===== src/rtl/tmc_spi_pkg.sv =====
// tmc_spi_pkg: shared constants and types for the TMC5130 SPI slave emulator
package tmc_spi_pkg;
  localparam int FRAME_BITS = 40;
  localparam int ADDR_W = 7;
  localparam int DATA_W = 32;
  typedef struct packed {
    logic       wr;
    logic [6:0] addr;
  } tmc_cmd_t;
  typedef enum logic [2:0] {IDLE, SHIFT, COMMIT, READ, CAPTURE} tmc_slave_state_t;
endpackage


===== src/rtl/tmc_spi_slave_spi_in_sync.sv =====
// spi_in_sync: N-stage synchronizer with rise/fall detection on the synced value
module spi_in_sync #(
  parameter int   STAGES  = 2,
  parameter logic RST_VAL = 1'b0
) (
  input  logic clk,
  input  logic rst,
  input  logic i_d,
  output logic o_q,
  output logic o_rise,
  output logic o_fall
);
  logic [STAGES-1:0] r_sync;
  logic              r_prev;
  logic [STAGES:0]   r_vld;
  always_ff @(posedge clk) begin
    if (rst) begin
      r_sync <= {STAGES{RST_VAL}};
      r_prev <= RST_VAL;
      r_vld  <= '0;
    end else begin
      r_sync <= {r_sync[STAGES-2:0], i_d};
      r_prev <= r_sync[STAGES-1];
      r_vld  <= {r_vld[STAGES-1:0], 1'b1};
    end
  end
  // edges only count once both compared values come from post-reset samples
  assign o_q    = r_sync[STAGES-1];
  assign o_rise = r_vld[STAGES] & o_q & ~r_prev;
  assign o_fall = r_vld[STAGES] & ~o_q & r_prev;
endmodule


===== src/rtl/tmc_spi_slave.sv =====
// tmc_spi_slave: TMC5130-style 40-bit SPI mode-3 slave decoding datagrams onto a register port
// with pipelined read-back of the previous frame's register.
module tmc_spi_slave #(
  parameter int FRAME_BITS  = tmc_spi_pkg::FRAME_BITS,
  parameter int ADDR_W      = tmc_spi_pkg::ADDR_W,
  parameter int DATA_W      = tmc_spi_pkg::DATA_W,
  parameter int SYNC_STAGES = 2
) (
  input  logic              pclk_i,
  input  logic              rst_i,
  input  logic              spi_sck_i,
  input  logic              spi_csn_i,
  input  logic              spi_mosi_i,
  output logic              spi_miso_o,
  output logic              spi_miso_oe_o,
  input  logic [7:0]        status_i,
  output logic [ADDR_W-1:0] reg_addr_o,
  output logic [DATA_W-1:0] reg_wdata_o,
  output logic              reg_we_o,
  output logic              reg_re_o,
  input  logic [DATA_W-1:0] reg_rdata_i,
  output logic              frame_done_o,
  output logic              frame_err_o,
  output logic              busy_o
);
  import tmc_spi_pkg::*;
  localparam logic [5:0] FRAME_CNT = 6'(FRAME_BITS);
  tmc_slave_state_t r_state, w_next;
  logic [FRAME_BITS-1:0] r_rx, r_tx;
  logic [5:0] r_cnt;
  logic [DATA_W-1:0] r_rd_hold, r_wdata;
  logic [ADDR_W-1:0] r_addr;
  logic r_pend, r_we, r_re, r_done, r_err;
  logic w_sck, w_sck_rise, w_sck_fall, w_csn, w_csn_rise, w_csn_fall;
  logic w_mosi, w_mosi_rise, w_mosi_fall, w_unused;
  logic w_start, w_end, w_full;
  tmc_cmd_t w_cmd;
  spi_in_sync #(.STAGES(SYNC_STAGES), .RST_VAL(1'b1)) u_sck (
    .clk(pclk_i), .rst(rst_i), .i_d(spi_sck_i), .o_q(w_sck), .o_rise(w_sck_rise), .o_fall(w_sck_fall));
  spi_in_sync #(.STAGES(SYNC_STAGES), .RST_VAL(1'b1)) u_csn (
    .clk(pclk_i), .rst(rst_i), .i_d(spi_csn_i), .o_q(w_csn), .o_rise(w_csn_rise), .o_fall(w_csn_fall));
  spi_in_sync #(.STAGES(SYNC_STAGES), .RST_VAL(1'b0)) u_mosi (
    .clk(pclk_i), .rst(rst_i), .i_d(spi_mosi_i), .o_q(w_mosi), .o_rise(w_mosi_rise), .o_fall(w_mosi_fall));
  assign w_unused = ^{w_sck, w_csn, w_mosi_rise, w_mosi_fall};
  assign w_cmd    = r_rx[FRAME_BITS-1 -: 8];
  assign w_start  = (r_state == IDLE) && (w_csn_fall || r_pend);
  assign w_end    = (r_state == SHIFT) && w_csn_rise;
  assign w_full   = r_cnt == FRAME_CNT;
  always_ff @(posedge pclk_i) r_state <= rst_i ? IDLE : w_next;
  always_comb begin
    w_next = r_state;
    case (r_state)
      IDLE:    w_next = w_start ? SHIFT : IDLE;
      SHIFT:   w_next = !w_csn_rise ? SHIFT : w_full ? COMMIT : IDLE;
      COMMIT:  w_next = READ;
      READ:    w_next = CAPTURE;
      default: w_next = IDLE;
    endcase
  end
  always_ff @(posedge pclk_i) begin
    if (rst_i) begin
      r_rx      <= '0;
      r_tx      <= '0;
      r_cnt     <= '0;
      r_rd_hold <= '0;
      r_pend    <= 1'b0;
      r_addr    <= '0;
      r_wdata   <= '0;
      r_we      <= 1'b0;
      r_re      <= 1'b0;
      r_done    <= 1'b0;
      r_err     <= 1'b0;
    end else begin
      r_pend <= (r_state inside {COMMIT, READ, CAPTURE}) && (r_pend || w_csn_fall);
      r_we   <= w_end && w_full && w_cmd.wr;
      r_re   <= r_state == COMMIT;
      r_done <= r_state == READ;
      r_err  <= w_end && !w_full;
      if (w_start) begin
        r_tx  <= {status_i, r_rd_hold};
        r_cnt <= '0;
      end
      if (r_state == SHIFT && w_sck_rise) begin
        r_rx  <= {r_rx[FRAME_BITS-2:0], w_mosi};
        r_cnt <= r_cnt + {5'd0, r_cnt != 6'd63};
      end
      // the leading SCK fall of mode 3 must keep the preloaded MSB on the line
      if (r_state == SHIFT && w_sck_fall && r_cnt != '0) r_tx <= {r_tx[FRAME_BITS-2:0], 1'b0};
      if (w_end && w_full) begin
        r_addr <= w_cmd.addr;
        if (w_cmd.wr) r_wdata <= r_rx[DATA_W-1:0];
      end
      if (r_state == CAPTURE) r_rd_hold <= reg_rdata_i;
    end
  end
  assign spi_miso_oe_o = r_state == SHIFT;
  assign spi_miso_o    = spi_miso_oe_o & r_tx[FRAME_BITS-1];
  assign busy_o        = r_state != IDLE;
  assign reg_addr_o    = r_addr;
  assign reg_wdata_o   = r_wdata;
  assign reg_we_o      = r_we;
  assign reg_re_o      = r_re;
  assign frame_done_o  = r_done;
  assign frame_err_o   = r_err;
endmodule

===== config.mk =====
export PLATFORM = sky130hd
export DESIGN_NAME = tmc_spi_slave
export DESIGN_NICKNAME = d
export VERILOG_FILES = /design/src/rtl/tmc_spi_pkg.sv /design/src/rtl/tmc_spi_slave_spi_in_sync.sv /design/src/rtl/tmc_spi_slave.sv
export SDC_FILE = /design/constraint.sdc
export NUM_CORES = 1
export LEC_CHECK = 0
export ABC_CLOCK_PERIOD_IN_PS = 1900
export BUFFER_PORTS_ARGS = -buffer_cell sky130_fd_sc_hd__clkbuf_2
export CAP_MARGIN = 5
export CORE_MARGIN = 1.5
export CORE_UTILIZATION = 24
export CTS_BUF_LIST = sky130_fd_sc_hd__clkbuf_8 sky130_fd_sc_hd__clkbuf_16
export DETAILED_ROUTE_END_ITERATION = 10
export GPL_TIMING_DRIVEN = 0
export SLEW_MARGIN = 30
export SYNTH_ARGS = -nofsm -noshare
export SYNTH_HDL_FRONTEND = slang
export SYNTH_SLANG_ARGS = --single-unit
export TNS_END_PERCENT = 30

===== constraint.sdc =====
create_clock -name pclk_i -period 1.9 [get_ports pclk_i]
set_input_delay 0.19 -clock pclk_i [delete_from_list [all_inputs] [get_ports pclk_i]]
set_output_delay 0.19 -clock pclk_i [all_outputs]
set_load 0.02 [all_outputs]

==> results of run 1 <==
==> power groups by stage <==
stage,Combinational (uW),Sequential (uW),Clock (uW)
finish,241,3680,3430
detailed placement,190,3770,0
global placement,190,3770,0
floorplan,95.2,3770,0
CTS,243,3680,3510
global route,270,3680,3680
==> area by class of cell <==
type,instances,area (um^2),share of cell area
tap,341,427,0.0501
buffer,69,380,0.0447
clock inverter,13,129,0.0151
multi-input combinational,558,2800,0.329
timing repair buffer,126,813,0.0955
sequential,175,3500,0.411
clock buffer,19,453,0.0532
inverter,3,11.3,0.00132
==> layer usage <==
layer	wire, um	global-route usage	vias up
met5	0	0	-
met4	42	0.0369	0
met3	749	0.0268	2
met2	7660	0.192	113
met1	8220	0.166	2682
li1	-	-	3030
==> Yosys cell counts (2+ instances only) <==
cell                       instances  area [um^2]
sky130_fd_sc_hd__nand2_1         265          995
sky130_fd_sc_hd__dfxtp_1         175         3500
sky130_fd_sc_hd__a21oi_1         111          556
sky130_fd_sc_hd__clkbuf_1         45          169
sky130_fd_sc_hd__a31oi_1          39          244
sky130_fd_sc_hd__o21ai_1          39          195
sky130_fd_sc_hd__a31o_1           30          263
sky130_fd_sc_hd__buf_2            14         70.1
sky130_fd_sc_hd__nor2_1           11         41.3
sky130_fd_sc_hd__or2_2             8         50.1
sky130_fd_sc_hd__mux2i_1           7         70.1
sky130_fd_sc_hd__nand3_1           6         30.0
sky130_fd_sc_hd__nor2b_1           6         37.5
sky130_fd_sc_hd__and3_1            5         31.3
sky130_fd_sc_hd__buf_6             5         56.3
sky130_fd_sc_hd__and2_1            4         25.0
sky130_fd_sc_hd__buf_4             4         30.0
sky130_fd_sc_hd__a311oi_1          3         26.3
sky130_fd_sc_hd__a31o_2            2         17.5
sky130_fd_sc_hd__a41oi_1           2         17.5
sky130_fd_sc_hd__and3b_1           2         17.5
sky130_fd_sc_hd__ha_1              2         25.0
sky130_fd_sc_hd__inv_1             2         7.51
sky130_fd_sc_hd__nand2b_1          2         12.5
==> worst min-delay path by stage <==
stage	from	end	slack, ns	depth (start not counted)
finish	spi_mosi_i	u_mosi.r_sync[0]$_SDFF_PP0_	0.01	2
global route	spi_mosi_i	u_mosi.r_sync[0]$_SDFF_PP0_	0.006	2
CTS	reg_rdata_i[31]	r_rd_hold[31]$_SDFFE_PP0P_	0.00007	3
detailed placement	u_sck.r_sync[0]$_SDFF_PP1_	u_sck.r_sync[1]$_SDFF_PP1_	0.40	1
global placement	u_sck.r_sync[0]$_SDFF_PP1_	u_sck.r_sync[1]$_SDFF_PP1_	0.40	1
floorplan	spi_csn_i	u_csn.r_sync[0]$_SDFF_PP1_	0.29	1
==> flip-flops by register name, summed over array words and instances (netlist names) <==
signal and count:
frame_err_o 1, r_cnt 6, r_pend 1, r_rd_hold 32
r_rx 40, r_state 3, r_tx 40, reg_addr_o 7
reg_re_o 1, reg_wdata_o 32, reg_we_o 1, u_csn.r_prev 1
u_csn.r_sync 2, u_csn.r_vld 3, u_mosi.r_sync 2, u_sck.r_prev 1
u_sck.r_sync 2
==> logic make-up (layout without fill, tap and decap cells) <==
logic type,count (synthesis),after routing,synth area share
flip-flops,175,175,0.528
adder cells (fa/ha/maj),2,2,0.00377
AND/OR/NAND/NOR,317,317,0.198
multiplexers,7,7,0.0106
buffers and inverters,72,230,0.0513
AO/OA/AOI/OAI,232,232,0.208
==> what timing repair did <==
| item | CTS | global route |
|---|---|---|
| pin swaps | 0 | 2 |
| endpoints found under the setup margin | 65 | 126 |
| hold buffers | 32 | 0 |
| gates resized for setup | 6 | 34 |
| endpoints found under the hold margin | 32 | 0 |
| buffers inserted | 3 | 1 |
| cloned | 0 | 1 |
==> stage by stage <==
step	setup WS, ns	setup TNS, ns	util
CTS	0.0154	0	0.312
floorplan	0.0627	0	-
global placement	-0.517	-17.85	0.278
detailed placement	-0.555	-19.88	0.278
global route	-0.00390	-0.00680	0.315
finish	0.108	0	0.315
==> layout by cell type, fill, tap and decap left out, types with 2 or more instances in the layout <==
master / count
sky130_fd_sc_hd__clkbuf_4: 8
sky130_fd_sc_hd__o21ai_1: 39
sky130_fd_sc_hd__buf_4: 5
sky130_fd_sc_hd__a31o_2: 2
sky130_fd_sc_hd__and2_1: 4
sky130_fd_sc_hd__a31o_1: 30
sky130_fd_sc_hd__dfxtp_1: 174
sky130_fd_sc_hd__clkbuf_16: 17
sky130_fd_sc_hd__clkbuf_2: 103
sky130_fd_sc_hd__a31oi_1: 39
sky130_fd_sc_hd__mux2i_1: 7
sky130_fd_sc_hd__inv_8: 2
sky130_fd_sc_hd__and3_1: 5
sky130_fd_sc_hd__a41oi_1: 2
sky130_fd_sc_hd__nand2_1: 265
sky130_fd_sc_hd__clkinv_2: 3
sky130_fd_sc_hd__clkbuf_8: 2
sky130_fd_sc_hd__clkinv_4: 4
sky130_fd_sc_hd__dlygate4sd3_1: 32
sky130_fd_sc_hd__a21oi_1: 110
sky130_fd_sc_hd__buf_2: 6
sky130_fd_sc_hd__inv_6: 3
sky130_fd_sc_hd__inv_1: 2
sky130_fd_sc_hd__or2_2: 8
sky130_fd_sc_hd__clkbuf_1: 31
sky130_fd_sc_hd__buf_6: 8
sky130_fd_sc_hd__a311oi_1: 3
sky130_fd_sc_hd__nor2_1: 11
sky130_fd_sc_hd__nand2b_1: 2
sky130_fd_sc_hd__nand3_1: 6
sky130_fd_sc_hd__and3b_1: 2
sky130_fd_sc_hd__nor2b_1: 6
==> worst max-delay path, delay by kind of cell (launching register included) <==
family,cells,cell delay (ns)
buffers and inverters,2,0.45
AND/OR/NAND/NOR,2,0.59
AO/OA/AOI/OAI,2,0.24
flip-flops,1,0.39
==> results.sh, run 1 <==
export IMPL_status="complete, no violations"
export IMPL_antenna_cells_inserted=0
export IMPL_critical_path_cell_chain="or3_1 -> a21o_1 -> clkbuf_1 -> clkbuf_2 -> nand3_1 -> a21oi_1"
export IMPL_p_comb_frac=0.033
export IMPL_starting_density=0.245
export IMPL_flow_area_growth_from_synthesis_pct=28.5
export IMPL_synthesized_flop_and_latch_total=175
export IMPL_worst_r2r_endpoint="r_cnt[1]$_SDFFE_PP0P_"
export IMPL_die_w_um=169
export IMPL_layout_filler_cells=2879
export IMPL_final_nets=997
export IMPL_critical_register_to_register_path_startpoint="r_state[1]$_SDFF_PP0_"
export IMPL_worst_slew_margin_rel=0.596
export IMPL_report_final_hold_viol_count=0
export IMPL_core_region_area_mm2=0.0270
export IMPL_detailedPlacementHpwl_um=11700
export IMPL_max_slew_worst_pin_slew_ns=0.606
export IMPL_period_minus_slack_ns=1.79
export IMPL_grt_pass1_wl_um=27900
export IMPL_hold_ws_ns=0.0136
export IMPL_grt_pass1_vias=5477
export IMPL_ys_dominant_reg_cell="sky130_fd_sc_hd__dfxtp_1"
export IMPL_worst_setup_path_type="reg2reg"
export IMPL_grt_start_max_net_pins=17
export IMPL_finalWirelength_um=16700
export IMPL_power_share_sequential=0.501
export IMPL_die_area_mm2=0.0286
export IMPL_p_sw_uw=1660
export IMPL_critPathCapture="r_cnt[1]$_SDFFE_PP0P_"
export IMPL_synthCells=805
export IMPL_cp_max_fo=10
export IMPL_min_period_over_period=0.943
export IMPL_ctsLongestPathBuffers=2
export IMPL_detail_route_antenna_nets=0
export IMPL_cts_root_buffer_cell="sky130_fd_sc_hd__clkbuf_16"
export IMPL_globalRoute_totalOverflow=0
export IMPL_power_internal_uw=5700
export IMPL_timing_critical_path_slowest_cell_delay_ns=0.46
export IMPL_yosysWarningCount=0
export IMPL_setup_slack_reg_to_reg_ns=0.11
export IMPL_irDropWorstVdd_uv=441
export IMPL_drt_pass1_iter_count=4
export IMPL_io_pin_count=91
export IMPL_power_static_leakage_uw=0.00311
export IMPL_synth_cell_types=40
export IMPL_setup_worst_path_end_class="register"
export IMPL_placed_cell_area_mm2=0.00750
export IMPL_arrival_ns=2.08
export IMPL_register_area_share_after_synthesis=0.528
export IMPL_cts_htree_levels=4
export IMPL_cts_sinks=175
export IMPL_setup_viol_count_final=0
export IMPL_port_buffers=89
export IMPL_post_route_drc_count=0
export IMPL_count_of_standard_cell_rows=60
export IMPL_power_share_clock=0.466
export IMPL_cts_made_buffers=17
export IMPL_globalplace_congestion=0.791
export IMPL_crit_slowest_cell="sky130_fd_sc_hd__or3_1"
export IMPL_cp_required_ns=2.19
export IMPL_clk_insertion_delay_late_ns=0.42
export IMPL_syn_mean_instance_area_um2=8.24
export IMPL_post_synth_instance_area_mm2=0.00663
export IMPL_worst_r2r_cell_count=6
export IMPL_final_max_slew_viol_count=0
export IMPL_tritoncts_clock_tree="built"
export IMPL_number_of_antenna_violations_at_the_first_check_in_global_routing=0
export IMPL_drt_first_iter_violations=413
export IMPL_post_place_cells=1235
export IMPL_routed_via_count=5827
export IMPL_postSynth_asyncResetShare=0
export IMPL_power_dens_cells_mw_per_mm2=863
export IMPL_clk_pin_slew_worst_paths_ns=0.06
export IMPL_finalClockSkew_ns=0.0107
export IMPL_chipHeight_um=169
export IMPL_final_design_area_no_fill_mm2=0.00852
export IMPL_timing_critical_path_from="r_state[1]$_SDFF_PP0_"
export IMPL_grt_usage=0.122
export IMPL_final_instance_count_excl_fill=1304
export IMPL_layout_drive_gt1_share=0.187
export IMPL_routedWlPerCell_um=12.8
export IMPL_vias_per_cell=4.47
export IMPL_swShare=0.225
export IMPL_fmax_mhz=558
export IMPL_totalPowerFinal_uw=7350
export IMPL_cap_violations=0
export IMPL_synth_edff_count=0
export IMPL_hold_wc_path_type="in2reg"
export IMPL_start_kind="register"
export IMPL_mappedNetlistNets=852
export IMPL_rsz0062_at_grt="yes"
No activity file was read; power rests on OpenSTA's default activity.
==> run 2: changes to the inputs <==
--- a/config.mk
+++ b/config.mk
@@ -6,7 +6,7 @@
 export NUM_CORES = 1
 export LEC_CHECK = 0
 export ABC_CLOCK_PERIOD_IN_PS = 1900
-export BUFFER_PORTS_ARGS = -buffer_cell sky130_fd_sc_hd__clkbuf_2
+export BUFFER_PORTS_ARGS = -buffer_cell sky130_fd_sc_hd__buf_2
 export CAP_MARGIN = 5
 export CORE_MARGIN = 1.5
 export CORE_UTILIZATION = 24
==> results.sh, run 2 (synthesis results as in run 1) <==
export IMPL_cts_root_buffer_cell="sky130_fd_sc_hd__clkbuf_16"
export IMPL_detail_route_antenna_nets=0
export IMPL_port_buffers=89
export IMPL_finalClockSkew_ns=0.0129
export IMPL_timing_critical_path_from="r_cnt[2]$_SDFFE_PP0P_"
export IMPL_layout_drive_gt1_share=0.182
export IMPL_worst_hold_path_endpoint="r_rd_hold[23]$_SDFFE_PP0P_"
export IMPL_antenna_cells_inserted=0
export IMPL_post_route_drc_count=0
export IMPL_worst_slew_margin_rel=0.583
export IMPL_fmax_mhz=548
export IMPL_cp_required_ns=2.20
export IMPL_final_instance_count_excl_fill=1293
export IMPL_irDropWorstVdd_uv=426
export IMPL_cts_htree_levels=4
export IMPL_flow_area_growth_from_synthesis_pct=26.0
export IMPL_hold_wc_path_type="in2reg"
export IMPL_final_max_slew_viol_count=0
export IMPL_grt_pass1_vias=5321
export IMPL_final_nets=986
export IMPL_tritoncts_clock_tree="built"
export IMPL_chipHeight_um=169
export IMPL_period_minus_slack_ns=1.83
export IMPL_core_region_area_mm2=0.0270
export IMPL_start_kind="register"
export IMPL_routedWlPerCell_um=12.8
export IMPL_cts_made_buffers=17
export IMPL_clk_insertion_delay_late_ns=0.43
export IMPL_grt_usage=0.118
export IMPL_number_of_antenna_violations_at_the_first_check_in_global_routing=0
export IMPL_ctsLongestPathBuffers=2
export IMPL_count_of_standard_cell_rows=60
export IMPL_drt_pass1_iter_count=4
export IMPL_setup_viol_count_final=0
export IMPL_worst_r2r_endpoint="r_tx[24]$_SDFFE_PP0P_"
export IMPL_worst_setup_path_type="reg2reg"
export IMPL_report_final_hold_viol_count=0
export IMPL_cap_violations=0
export IMPL_io_pin_count=91
export IMPL_postLayoutSetupSlackWorst_ns=0.0739
export IMPL_drt_first_iter_violations=358
export IMPL_die_w_um=169
export IMPL_rsz0062_at_grt="no"
export IMPL_die_area_mm2=0.0286
export IMPL_post_place_cells=1235
export IMPL_grt_pass1_wl_um=26900
export IMPL_timing_hold_worst_start="reg_rdata_i[23]"
export IMPL_power_dens_cells_mw_per_mm2=852
export IMPL_reg_top3="r_rx (40), r_tx (40)"
export IMPL_min_period_over_period=0.961
export IMPL_worst_hold_path_num_cells=3
export IMPL_detailedPlacementHpwl_um=11700
export IMPL_worst_r2r_cell_count=7
export IMPL_status="complete, no violations"
export IMPL_globalplace_congestion=0.784
export IMPL_clk_pin_slew_worst_paths_ns=0.07
export IMPL_vias_per_cell=4.50
export IMPL_starting_density=0.245
export IMPL_arrival_ns=2.13
export IMPL_postLayoutCoreUtil=0.309
export IMPL_globalRoute_totalOverflow=0
export IMPL_routed_via_count=5813
export IMPL_cp_max_fo=10
export IMPL_layout_cells_most_common_list="sky130_fd_sc_hd__nand2_1, sky130_fd_sc_hd__dfxtp_1, sky130_fd_sc_hd__a21oi_1"
export IMPL_placement_setup_worst_slack_ns=-0.504
export IMPL_power_static_leakage_uw=0.00307
export IMPL_setup_slack_reg_to_reg_ns=0.07
export IMPL_critical_register_to_register_path_startpoint="r_cnt[2]$_SDFFE_PP0P_"
export IMPL_max_slew_worst_pin_slew_ns=0.626
export IMPL_layout_cells_most_common="sky130_fd_sc_hd__nand2_1"
export IMPL_finalWirelength_um=16600
export IMPL_grt_start_max_net_pins=17
export IMPL_setup_worst_path_end_class="register"
export IMPL_cts_sinks=175
run 2: area by class of cell:
| cell class | instances | area [um^2] |
|---|---|---|
| clock buffer | 19 | 453 |
| fill | 2901 | 18700 |
| clock inverter | 13 | 91.3 |
| multi-input combinational | 558 | 2800 |
| tap | 341 | 427 |
| sequential | 175 | 3500 |
| timing repair buffer | 115 | 703 |
| buffer | 69 | 365 |
| inverter | 3 | 11.3 |
run 2: how the worst max path moves through the flow:
| stage | end | slack [ns] | depth (start not counted) |
|---|---|---|---|
| global placement | reg_wdata_o[27]$_SDFFE_PP0P_ | -0.52 | 5 |
| CTS | r_tx[24]$_SDFFE_PP0P_ | 0.005 | 6 |
| global route | r_cnt[2]$_SDFFE_PP0P_ | 0.0006 | 7 |
| floorplan | reg_wdata_o[30]$_SDFFE_PP0P_ | 0.06 | 6 |
| detailed placement | reg_wdata_o[30]$_SDFFE_PP0P_ | -0.50 | 5 |
| finish | r_tx[24]$_SDFFE_PP0P_ | 0.07 | 7 |
run 2: layer usage:
layer,wire length (um),vias up,GRT usage
met2,7700,113,0.187
li1,-,3009,-
met3,718,7,0.0306
met4,85,0,0.0265
met1,8090,2684,0.159
met5,0,-,0
run 2: where the power goes:
group | switching, uW | internal (uW)
logic | 128 | 94.4
registers | 4.63 | 3680
clock network | 1460 | 1740
total | 1600 | 5520
run 2: critical path, cell delays in order (launching register included):
cell and delay (ns):
sky130_fd_sc_hd__dfxtp_1 0.30, sky130_fd_sc_hd__clkbuf_4 0.17, sky130_fd_sc_hd__or4_4 0.50, sky130_fd_sc_hd__o2111ai_4 0.22, sky130_fd_sc_hd__buf_12 0.16, sky130_fd_sc_hd__buf_6 0.14, sky130_fd_sc_hd__buf_6 0.15, sky130_fd_sc_hd__a31oi_1 0.08
run 2: repair_timing:
action	in CTS	in global routing
cloned	0	1
pin swaps	0	1
hold buffers	21	0
hold endpoints to repair	21	0
setup buffers	2	2
setup endpoints to repair	60	91
resized for setup	5	22
run 2: stage by stage:
| step | total power [uW] | TNS [ns] | instance area, um^2 | hold slack (ns) |
|---|---|---|---|---|
| 2_1_floorplan | 3860 | 0 | 6630 | 0.294 |
| 3_3_place_gp | 3960 | -18.23 | 7500 | 0.397 |
| 3_5_place_dp | 3960 | -17.32 | 7500 | 0.394 |
| 4_1_cts | 7200 | 0 | 8280 | 0.00181 |
| 5_1_grt | 7390 | 0 | 8350 | 0.00769 |
| 6_report | 7110 | 0 | 8350 | 0.00707 |
